===== config.mk =====
export PLATFORM = sky130hd
export DESIGN_NAME = tuner_pwr_sweep_ctrl
export DESIGN_NICKNAME = d
export VERILOG_FILES = /design/src/rtl/tuner_pwr_sweep_ctrl.sv
export SDC_FILE = /design/constraint.sdc
export NUM_CORES = 1
export LEC_CHECK = 0
export ABC_AREA = 1
export CAP_MARGIN = 40
export CORE_AREA = 2 2 84 86
export CTS_CLUSTER_DIAMETER = 100
export DETAILED_ROUTE_END_ITERATION = 12
export DIE_AREA = 0 0 86 88
export PLACE_DENSITY = 0.78
export SYNTH_ARGS = -nofsm -noshare
export SYNTH_HDL_FRONTEND = slang
export SYNTH_SLANG_ARGS = --single-unit

===== constraint.sdc =====
create_clock -name i_clk -period 3.5 [get_ports i_clk]
set_input_delay 0.7 -clock i_clk [delete_from_list [all_inputs] [get_ports i_clk]]
set_output_delay 0.7 -clock i_clk [all_outputs]
set_load 0.03 [all_outputs]

===== src/rtl/tuner_pwr_sweep_ctrl.sv =====
`default_nettype none
// ============================================================================
// Module  : tuner_pwr_sweep_ctrl
// Brief   : Heater DAC code sweep with power-read handshake and peak tracking.
// Revision: 1.0
// ============================================================================
module tuner_pwr_sweep_ctrl #(
    parameter int ADC_WIDTH = 8,
    parameter int DAC_WIDTH = 8
) (
    input  logic                 i_clk,
    input  logic                 i_rst_n,
    input  logic                 i_sweep_start,
    input  logic                 i_sweep_abort,
    input  logic [DAC_WIDTH-1:0] i_code_start,
    input  logic [DAC_WIDTH-1:0] i_code_end,
    input  logic [DAC_WIDTH-1:0] i_code_step,
    output logic [DAC_WIDTH-1:0] o_dac_code,
    output logic                 o_pwr_read_val,
    input  logic                 i_pwr_read_rdy,
    input  logic                 i_pwr_detect_val,
    output logic                 o_pwr_detect_rdy,
    input  logic [ADC_WIDTH-1:0] i_pwr_detect_data,
    output logic                 o_busy,
    output logic                 o_done,
    output logic                 o_err,
    output logic                 o_peak_valid,
    output logic [ADC_WIDTH-1:0] o_peak_pwr,
    output logic [DAC_WIDTH-1:0] o_peak_code
);

    typedef enum logic [2:0] {
        S_IDLE   = 3'd0,
        S_REQ    = 3'd1,
        S_WAIT   = 3'd2,
        S_UPDATE = 3'd3,
        S_DONE   = 3'd4
    } state_t;

    state_t r_state;
    state_t w_next_state;

    logic [DAC_WIDTH-1:0] r_code_end;
    logic [DAC_WIDTH-1:0] r_step;
    logic [DAC_WIDTH-1:0] r_dac_code;
    logic [ADC_WIDTH-1:0] r_pwr_q;
    logic [ADC_WIDTH-1:0] r_peak_pwr;
    logic [DAC_WIDTH-1:0] r_peak_code;
    logic                 r_first;
    logic                 r_err;
    logic                 r_done;
    logic                 r_peak_valid;

    logic                 w_read_fire;
    logic                 w_detect_fire;
    logic                 w_start;
    logic                 w_range_err;
    logic [DAC_WIDTH-1:0] w_step_eff;
    logic [DAC_WIDTH:0]   w_next_code;
    logic                 w_last_point;

    assign o_pwr_read_val   = (r_state == S_REQ);
    assign o_pwr_detect_rdy = (r_state == S_WAIT);
    assign o_busy           = (r_state != S_IDLE);
    assign o_dac_code       = r_dac_code;
    assign o_done           = r_done;
    assign o_err            = r_err;
    assign o_peak_valid     = r_peak_valid;
    assign o_peak_pwr       = r_peak_pwr;
    assign o_peak_code      = r_peak_code;

    assign w_read_fire   = o_pwr_read_val & i_pwr_read_rdy;
    assign w_detect_fire = i_pwr_detect_val & o_pwr_detect_rdy;
    assign w_start       = i_sweep_start & ~i_sweep_abort & (r_state == S_IDLE);
    assign w_range_err   = (i_code_start > i_code_end);
    assign w_step_eff    = (i_code_step == '0) ? {{(DAC_WIDTH-1){1'b0}}, 1'b1} : i_code_step;

    // The extra carry bit keeps a step past the top code from wrapping around.
    assign w_next_code  = {1'b0, r_dac_code} + {1'b0, r_step};
    assign w_last_point = (w_next_code > {1'b0, r_code_end});

    always_ff @(posedge i_clk or negedge i_rst_n) begin
        if (!i_rst_n) begin
            r_state <= S_IDLE;
        end else begin
            r_state <= w_next_state;
        end
    end

    always_comb begin
        w_next_state = r_state;
        if (i_sweep_abort) begin
            w_next_state = S_IDLE;
        end else begin
            case (r_state)
                S_IDLE:   if (i_sweep_start && !w_range_err) w_next_state = S_REQ;
                S_REQ:    if (w_read_fire) w_next_state = S_WAIT;
                S_WAIT:   if (w_detect_fire) w_next_state = S_UPDATE;
                S_UPDATE: w_next_state = w_last_point ? S_DONE : S_REQ;
                S_DONE:   w_next_state = S_IDLE;
                default:  w_next_state = S_IDLE;
            endcase
        end
    end

    always_ff @(posedge i_clk or negedge i_rst_n) begin
        if (!i_rst_n) begin
            r_code_end   <= '0;
            r_step       <= '0;
            r_dac_code   <= '0;
            r_pwr_q      <= '0;
            r_peak_pwr   <= '0;
            r_peak_code  <= '0;
            r_first      <= 1'b0;
            r_err        <= 1'b0;
            r_done       <= 1'b0;
            r_peak_valid <= 1'b0;
        end else begin
            r_done <= 1'b0;
            if (i_sweep_abort) begin
                r_peak_valid <= 1'b0;
            end else begin
                case (r_state)
                    S_IDLE: begin
                        if (w_start) begin
                            r_code_end   <= i_code_end;
                            r_step       <= w_step_eff;
                            r_peak_valid <= 1'b0;
                            r_err        <= w_range_err;
                            if (w_range_err) begin
                                r_done <= 1'b1;
                            end else begin
                                r_dac_code  <= i_code_start;
                                r_peak_pwr  <= '0;
                                r_peak_code <= '0;
                                r_first     <= 1'b1;
                            end
                        end
                    end
                    S_WAIT: begin
                        if (w_detect_fire) r_pwr_q <= i_pwr_detect_data;
                    end
                    S_UPDATE: begin
                        // Strict compare so a tie keeps the earliest (lowest) code.
                        if (r_first || (r_pwr_q > r_peak_pwr)) begin
                            r_peak_pwr  <= r_pwr_q;
                            r_peak_code <= r_dac_code;
                        end
                        r_first <= 1'b0;
                        if (w_last_point) begin
                            r_done <= 1'b1;
                        end else begin
                            r_dac_code <= w_next_code[DAC_WIDTH-1:0];
                        end
                    end
                    S_DONE: begin
                        r_peak_valid <= 1'b1;
                    end
                    default: ;
                endcase
            end
        end
    end

endmodule
`default_nettype wire


Word-level counts from Yosys, hierarchy flattened
Cells that the tools add are included.

Register bits: 55.

Add/sub/neg operators: 1. Order comparisons: 3. Equality and inequality tests: 12. Muxes and demuxes: 28. Bitwise operators: 5. Reductions and logical operators: 15.

Operators with widths (count): 8-bit 2-to-1 mux (8); 8-bit one-hot mux with 2 select lines (3); 8-bit greater-than comparator (2); 3-bit 2-to-1 mux (5); 3-bit one-hot mux with 4 select lines (1); 5-bit AND reduction (2); 8-bit by 8-bit adder with 9-bit output (1); 9-bit by 8-bit greater-than comparator with 1-bit output (1); 3-bit by 2-bit inequality test with 1-bit output, second input constant (3); 3-bit AND reduction (3); 8-bit zero test (1); 1-bit 2-to-1 mux (8); 2-bit inequality test, second input constant (4); 3-bit by 2-bit == test with 1-bit output, second input constant (2); 1-bit one-hot mux with 2 select lines (3); 3-bit nonzero test (2); 1-bit bitwise AND (4); 4-bit AND reduction (1); 3-bit by 1-bit == test with 1-bit output, second input constant (1); 3-bit == test, second input constant (1); 3-bit zero test (1); 3-bit inequality test, second input constant (1); 2-bit AND reduction (1); 2-bit nonzero test (1); 4 further kinds (4).

Logic depth before layout (Yosys ltp)
Gate-level depths: netlist (run 1).

Depth in word-level cells: 6. Depth in mapped cells: 20.

Least setup slack after synthesis (run 1)
No wires, ideal clock.

Path kind: reg-to-reg. Start: register r_dac_code[0] (netlist: o_dac_code[0]). End: register r_dac_code[7] (netlist: o_dac_code[7]). Data arrival time: 2.668 ns. Required time: 3.382 ns. Slack: 0.714 ns. Cell stages (with the launch flop): 21. Path buffers: 1. Period minus slack after synthesis: 2.786 ns. Cells stage by stage: dfrtp_1 ha_1 fa_1 nand3_1 nand2_1 xor2_1 ha_1 nand2_1 nor2_1 nand2_1 nand3_1 nand2_1 nand2_1 nand2_1 nand2_1 nand2_1 nand2_1 nand2_1 buf_2 nand3_1 nand2_1.

Longest elaborated chain between the ends: 4.

Ends and longest elaborated chain: start: declaration (RTL line 45) `logic [DAC_WIDTH-1:0] r_dac_code;`; start signal: assignment (RTL line 133) `r_dac_code <= i_code_start;`; start signal: assignment (RTL line 153) `r_dac_code <= w_next_code[DAC_WIDTH-1:0];`; 8-bit by 8-bit adder with 9-bit output (*) (RTL line 79) `assign w_next_code = {1'b0, r_dac_code} + {1'b0, r_step};`; 9-bit by 8-bit greater-than comparator with 1-bit output (RTL line 80) `assign w_last_point = (w_next_code > {1'b0, r_code_end});`; 2-bit inequality test (no line); 5-bit AND reduction (no line).

Mark *: on every way between the ends. The rest lies on a longest branch, timed or not. The select of a mux whose other input is x is not followed. A chain may end at the register's enable or synchronous reset.

Worst setup path after layout (run 1)
Start: register r_dac_code[0] (netlist: o_dac_code[0]). End: register r_dac_code[1] (netlist: o_dac_code[1]).

The elaborated chain is that of the path after synthesis.

==> flow_summary.json, run 1 <==
{
  "ys_seq_area_frac": 0.413,
  "postSynthNetCount": 487,
  "skew_ps": 9.43,
  "fin_tns_setup_ps": 0,
  "path_class": "reg -> reg",
  "critPathArrivalTime_ps": 3260,
  "synth_area_leader_cell": "dfrtp_1",
  "synth_area_leaders": "dfrtp_1 (41%), nand2_1 (16%), ha_1 (12%)",
  "die_w_um": 86,
  "grt_pass1_vias": 2799,
  "cts_tree": "built",
  "worst_setup_path_end_kind": "register",
  "detail_route.wl_per_cell_um": 12.7,
  "clock.fmax_ghz": 0.327,
  "track_usage": 0.203,
  "diodes": 0,
  "cts-resized-gates": 0,
  "synth_ff_type": "dfrtp_1",
  "synth_edf_count": 0,
  "drv_slew": 0,
  "ir_drop_mv": 0.333,
  "area_growth_pct": 25.1,
  "period_needed_ps": 3060,
  "wirelength_um": 7210,
  "crit_fanout": 8,
  "r2r_slack_ps": 440,
  "hold_violations": 0,
  "clk_pin_slew_ps": 110,
  "avgSynthCellArea_um2": 8.02,
  "grt_pass1_wl_um": 12300,
  "post_cts_buffers": 0,
  "hold_path.class": "in -> async",
  "place_hpwl_um": 5670,
  "slew_headroom": 0.471,
  "power_w": 0.00352,
  "die_h_um": 88,
  "outcome": "completed",
  "rsz0062_at_grt": "false",
  "die_area_mm2": 0.00757,
  "initial_utilization": 0.502,
  "synth-seq-cells": 55,
  "coreArea_mm2": 0.00664,
  "htreeDepth": 2,
  "synth.top_cell.area_share": 0.413,
  "drt_iter0_drc": 143,
  "async_flop_share": 1.00,
  "crit_top_cell": "nand2_1",
  "nets": 556,
  "antenna_found_initial": 0,
  "drv_cap": 0,
  "worstPathCellList": "ha_1 -> fa_1 -> nand3_1 -> nand2_1 -> a21oi_1 -> xor2_1 -> ha_1 -> nand2_1 -> inv_1 -> nand2_1 -> nand2_1 -> nand2_1 -> nand2_1 -> nand2_1 -> nand2_1 -> nand2_1 -> nand2_1 -> nand2_1 -> nand2_1",
  "regArea_mm2": 0.00138,
  "numCtsBuffers": 5,
  "vias": 2868,
  "io_buffers": 67,
  "setup_viol": 0,
  "fill_cells": 569,
  "clock-sinks": 55,
  "yosys.cell_count.top_type": "nand2_1",
  "drcViolationCount": 0,
  "crit_required_ps": 3700,
  "grt_max_degree": 36,
  "num_rows": 30,
  "powerDensity_mw_per_mm2": 844,
  "via_per_inst": 5.07,
  "netlist_area_mm2": 0.00333,
  "clk_path_buf_depth": 2,
  "ctsHoldBuffers": 0,
  "clk_latency_ps": 310,
  "ys_types": 34,
  "finalCritPeriodShare": 0.875,
  "gr-total-overflow": 0,
  "critPathMaxStageDelay_ps": 440,
  "synthTopCellsByCount": "nand2_1 (145), inv_1 (56), dfrtp_1 (55)",
  "gp_congestion": 0.994,
  "dr.pass1.iters": 4,
  "ios": 68,
  "multi_input_area_mm2": 0.00168,
  "cp_slowest_cell": "dfrtp_1",
  "antenna_left": 0,
  "synth_warnings": 0,
  "final_layout_size_suffix_gt1_frac": 0.0864,
  "cp-start-kind": "register",
  "root_buffer": "clkbuf_8",
  "worstMarginPinSlew_ps": 794,
  "syn_inst": 416,
  "leakage_nw": 2.09
}
==> critical path, delay by kind of cell, from the launching register on <==
family                   cells  cell delay [ps]
adder cells (fa/ha/maj)      3              930
XOR/XNOR                     1              260
buffers and inverters        1               50
AO/OA/AOI/OAI                1              260
flip-flops                   1              440
AND/OR/NAND/NOR             13             1000
==> state kept, by name, indices dropped and copies added (netlist names) <==
signal and cells:
r_first 1, r_pwr_q 8, r_step 8, o_peak_pwr 8, o_dac_code 8, o_peak_code 8, r_code_end 8, o_peak_valid 1
r_state 3, o_err 1, o_done 1
==> layout make-up <==
| class | instances | area share |
|---|---|---|
| clock buffer | 5 | 0.0165 |
| tap | 80 | 0.0240 |
| clock inverter | 3 | 0.00570 |
| sequential | 55 | 0.330 |
| multi-input combinational | 292 | 0.402 |
| timing repair buffer | 72 | 0.169 |
| inverter | 59 | 0.0531 |
==> metrics by stage <==
step	utilization	instances	hold WS (ps)	area [um2]	worst slack, ps
floorplan	-	416	404	3330	714
global placement	0.614	558	465	4080	537
detailed placement	0.614	558	466	4080	446
CTS	0.628	566	480	4170	474
global route	0.628	566	507	4170	151
finish	0.628	566	462	4170	439
==> routing by layer <==
layer	GRT usage	wire [um]
met5	0	0
met4	0.0693	128
met3	0.0339	281
met2	0.339	3460
met1	0.270	3350
==> placed cells by master, fill, tap and decap left out <==
| cell type | synthesis | routed |
|---|---|---|
| a21oi_2 | 1 | 1 |
| nand2_1 | 145 | 145 |
| o21ai_1 | 10 | 10 |
| a21o_1 | 2 | 2 |
| mux2_2 | 7 | 7 |
| nand2_2 | 1 | 1 |
| nor2_4 | 1 | 1 |
| nor4_1 | 1 | 1 |
| ha_1 | 32 | 32 |
| nor3_4 | 1 | 1 |
| nor3_2 | 1 | 1 |
| inv_2 | 2 | 2 |
| nor3_1 | 1 | 1 |
| and2_1 | 1 | 1 |
| clkinv_1 | 1 | 1 |
| clkbuf_8 | 0 | 5 |
| o21a_1 | 1 | 1 |
| clkinvlp_4 | 0 | 2 |
| nand4_1 | 4 | 4 |
| inv_6 | 0 | 1 |
| nand3_1 | 18 | 18 |
| fa_1 | 1 | 1 |
| o21ai_0 | 15 | 15 |
| o21bai_1 | 1 | 1 |
| inv_1 | 56 | 56 |
| o21ai_2 | 11 | 11 |
| a21oi_1 | 16 | 16 |
| clkdlybuf4s50_1 | 0 | 66 |
| dfrtp_1 | 55 | 55 |
| a31oi_1 | 1 | 1 |
| buf_2 | 5 | 1 |
| buf_4 | 0 | 5 |
| a41oi_1 | 1 | 1 |
| xor2_1 | 4 | 4 |
| a21boi_0 | 1 | 1 |
| or2_2 | 3 | 3 |
| nor2_1 | 11 | 11 |
==> power by group <==
group | switching (W) | internal (W) | total (W) | leakage [nW]
clock | 0.000224 | 0.000144 | 0.000368 | 0.0408
sequential | 0.000188 | 0.000868 | 0.00106 | 0.709
combinational | 0.00127 | 0.000832 | 0.00210 | 1.35
total | 0.00168 | 0.00184 | 0.00352 | 2.09
==> logic make-up after synthesis <==
kind of cell,Yosys count,share of synthesized area
buffers and inverters,69,0.0840
DFF,55,0.413
adders and majority gates,33,0.126
AOI/OAI and AO/OA,60,0.109
and+or+nand+nor,188,0.234
xor gates and xnor gates,4,0.0105
muxes,7,0.0236
==> final timing paths <==
check / from / to / cells after the start
worst max-delay path: o_dac_code[0] / o_dac_code[1] / 19
worst min-delay path: i_rst_n / o_peak_code[0] / 1
worst max register to register: o_dac_code[0] / o_dac_code[1] / 19
worst min register to register: r_code_end[0] / r_code_end[0] / 2
max in group asynchronous: i_rst_n / r_pwr_q[6] / 2
min in group i_clk: r_code_end[0] / r_code_end[0] / 2
Note: power is estimated with default switching activity, not from simulation.
==> inputs of run 2 (changes only) <==
--- a/config.mk
+++ b/config.mk
@@ -6,11 +6,11 @@
 export NUM_CORES = 1
 export LEC_CHECK = 0
 export ABC_AREA = 1
-export CAP_MARGIN = 40
 export CORE_AREA = 2 2 84 86
 export CTS_CLUSTER_DIAMETER = 100
 export DETAILED_ROUTE_END_ITERATION = 12
 export DIE_AREA = 0 0 86 88
+export MAX_ROUTING_LAYER = met4
 export PLACE_DENSITY = 0.78
 export SYNTH_ARGS = -nofsm -noshare
 export SYNTH_HDL_FRONTEND = slang
==> run 2 against run 1 <==
  * Maximum frequency is 0.20% lower
  * Via count grew 0.56%
  * Cell area grew 0.15%
  * Non-clock buffer count unchanged
  * Power up 1.0%
  * Worst hold slack worse by 2.2 ps
  * Critical path type unchanged
  * Highest routed layer unchanged
==> flow_summary.json, run 2 (same netlist as run 1, synthesis figures left out) <==
{
  "final_layout_size_suffix_gt1_frac": 0.0864,
  "track_usage": 0.204,
  "die_area_mm2": 0.00757,
  "grt_max_degree": 35,
  "grt_pass1_wl_um": 11900,
  "detail_route.wl_per_cell_um": 12.7,
  "worstMarginPinSlew_ps": 778,
  "htreeDepth": 2,
  "die_w_um": 86,
  "crit_required_ps": 3700,
  "initial_utilization": 0.502,
  "clk_latency_ps": 310,
  "drv_slew": 0,
  "critPathArrivalTime_ps": 3270,
  "fin_tns_setup_ps": 0,
  "crit_top_cell": "nand2_1",
  "skew_ps": 5.00,
  "wirelength_um": 7180,
  "drt_iter0_drc": 131,
  "leakage_nw": 2.10,
  "ios": 68,
  "antenna_left": 0,
  "cts-resized-gates": 0,
  "ctsHoldBuffers": 0,
  "ir_drop_mv": 0.407,
  "cp_slowest_cell": "dfrtp_1",
  "clk_path_buf_depth": 2,
  "place_hpwl_um": 5640,
  "swShare": 0.475,
  "p_seq_frac": 0.298,
  "dr.pass1.iters": 4,
  "finalCritPeriodShare": 0.876,
  "rsz0062_at_grt": "false",
  "powerDensity_mw_per_mm2": 852,
  "antenna_found_initial": 0,
  "root_buffer": "clkbuf_8",
  "drcViolationCount": 0,
  "clock-sinks": 55,
  "slew_headroom": 0.481,
  "gp_congestion": 1.02,
  "hold_path.class": "in -> async",
  "critical_path_buf_inv_count": 1,
  "worst_hold_slack_ps": 460,
  "outcome": "completed",
  "period_needed_ps": 3070,
  "combPwrFrac": 0.598,
  "worstPathCellList": "ha_1 -> fa_1 -> nand3_1 -> nand2_1 -> a21oi_1 -> xor2_1 -> ha_1 -> nand2_1 -> inv_1 -> nand2_1 -> nand2_1 -> nand2_1 -> nand2_1 -> nand2_1 -> nand2_1 -> nand2_1 -> nand2_1 -> nand2_1 -> nand2_1",
  "path_class": "reg -> reg",
  "hold_violations": 0,
  "nets": 556,
  "vias": 2884,
  "critical-path-top-delay-family": "simple AND/OR/NAND/NOR gates",
  "fin_util": 0.629,
  "num_rows": 30,
  "io_buffers": 67,
  "clock.fmax_ghz": 0.326,
  "coreArea_mm2": 0.00664,
  "final_common_cell": "nand2_1",
  "via_per_inst": 5.10,
  "crit_fanout": 8,
  "cp-start-kind": "register",
  "critPathMaxStageDelay_ps": 440,
  "gr-total-overflow": 0,
  "numCtsBuffers": 5,
  "setup_viol": 0,
  "setup_ws_ps": 433,
  "post_cts_buffers": 0,
  "drv_cap": 0,
  "cts_tree": "built",
  "diodes": 0,
  "clk_pin_slew_ps": 100,
  "area_growth_pct": 25.3,
  "place_ws_ps": 475,
  "clkPwrFrac": 0.105,
  "worst_setup_path_end_kind": "register",
  "p_switching_w": 0.00169,
  "internal-power_w": 0.00187,
  "die_h_um": 88,
  "grt_pass1_vias": 2717,
  "layout_common_cells": "nand2_1 (145), clkdlybuf4s50_1 (66), inv_1 (56), dfrtp_1 (55), ha_1 (32)"
}
==> run 2: changes by cell type in the layout (fill, tap and decap cells not counted) <==
| cell | delta |
|---|---|
| clkbuf_8 | +1 |
| clkinv_4 | +1 |
| clkinvlp_4 | -1 |
| inv_6 | -1 |
==> run 2: worst paths after layout <==
| kind | slack (ps) | cells after the start | startpoint | endpoint |
|---|---|---|---|---|
| worst min-delay path | 460 | 1 | i_rst_n | r_code_end[1] |
| max in group asynchronous | 2280 | 2 | i_rst_n | o_peak_code[1] |
| worst min register to register | 490 | 2 | o_peak_code[7] | o_peak_code[7] |
| worst max-delay path | 430 | 19 | o_dac_code[0] | o_dac_code[4] |
| worst max register to register | 430 | 19 | o_dac_code[0] | o_dac_code[4] |
| min in group i_clk | 490 | 2 | o_peak_code[7] | o_peak_code[7] |
==> run 2: final cells by class <==
class                      count  area, um2
inverter                      59        221
fill                         565       2470
multi-input combinational    292       1680
clock buffer                   6       82.6
clock inverter                 2       16.3
timing repair buffer          72        703
sequential                    55       1380
tap                           80        100
==> run 2: routing by layer <==
metal  track usage  vias to the layer above  routed length [um]
li1              -                     1464                   -
met1         0.265                     1329                3360
met2         0.321                       77                3320
met3        0.0349                       14                 317
met4        0.0808                        0                 186
met5             -                        -                   0
==> run 2: power groups by stage <==
stage	sequential, W	combinational (W)	clock, W
3_3_place_gp	0.00106	0.00202	0
4_1_cts	0.00106	0.00212	0.000385
5_1_grt	0.00108	0.00241	0.000413
3_5_place_dp	0.00107	0.00210	0
2_1_floorplan	0.00118	0.00137	0
6_report	0.00106	0.00213	0.000373
==> run 2: metrics by stage <==
step                area (um2)  total power (W)  instances
global route              4180          0.00390        566
floorplan                 3330          0.00255        416
CTS                       4180          0.00356        566
detailed placement        4080          0.00317        558
finish                    4180          0.00356        566
global placement          4080          0.00308        558
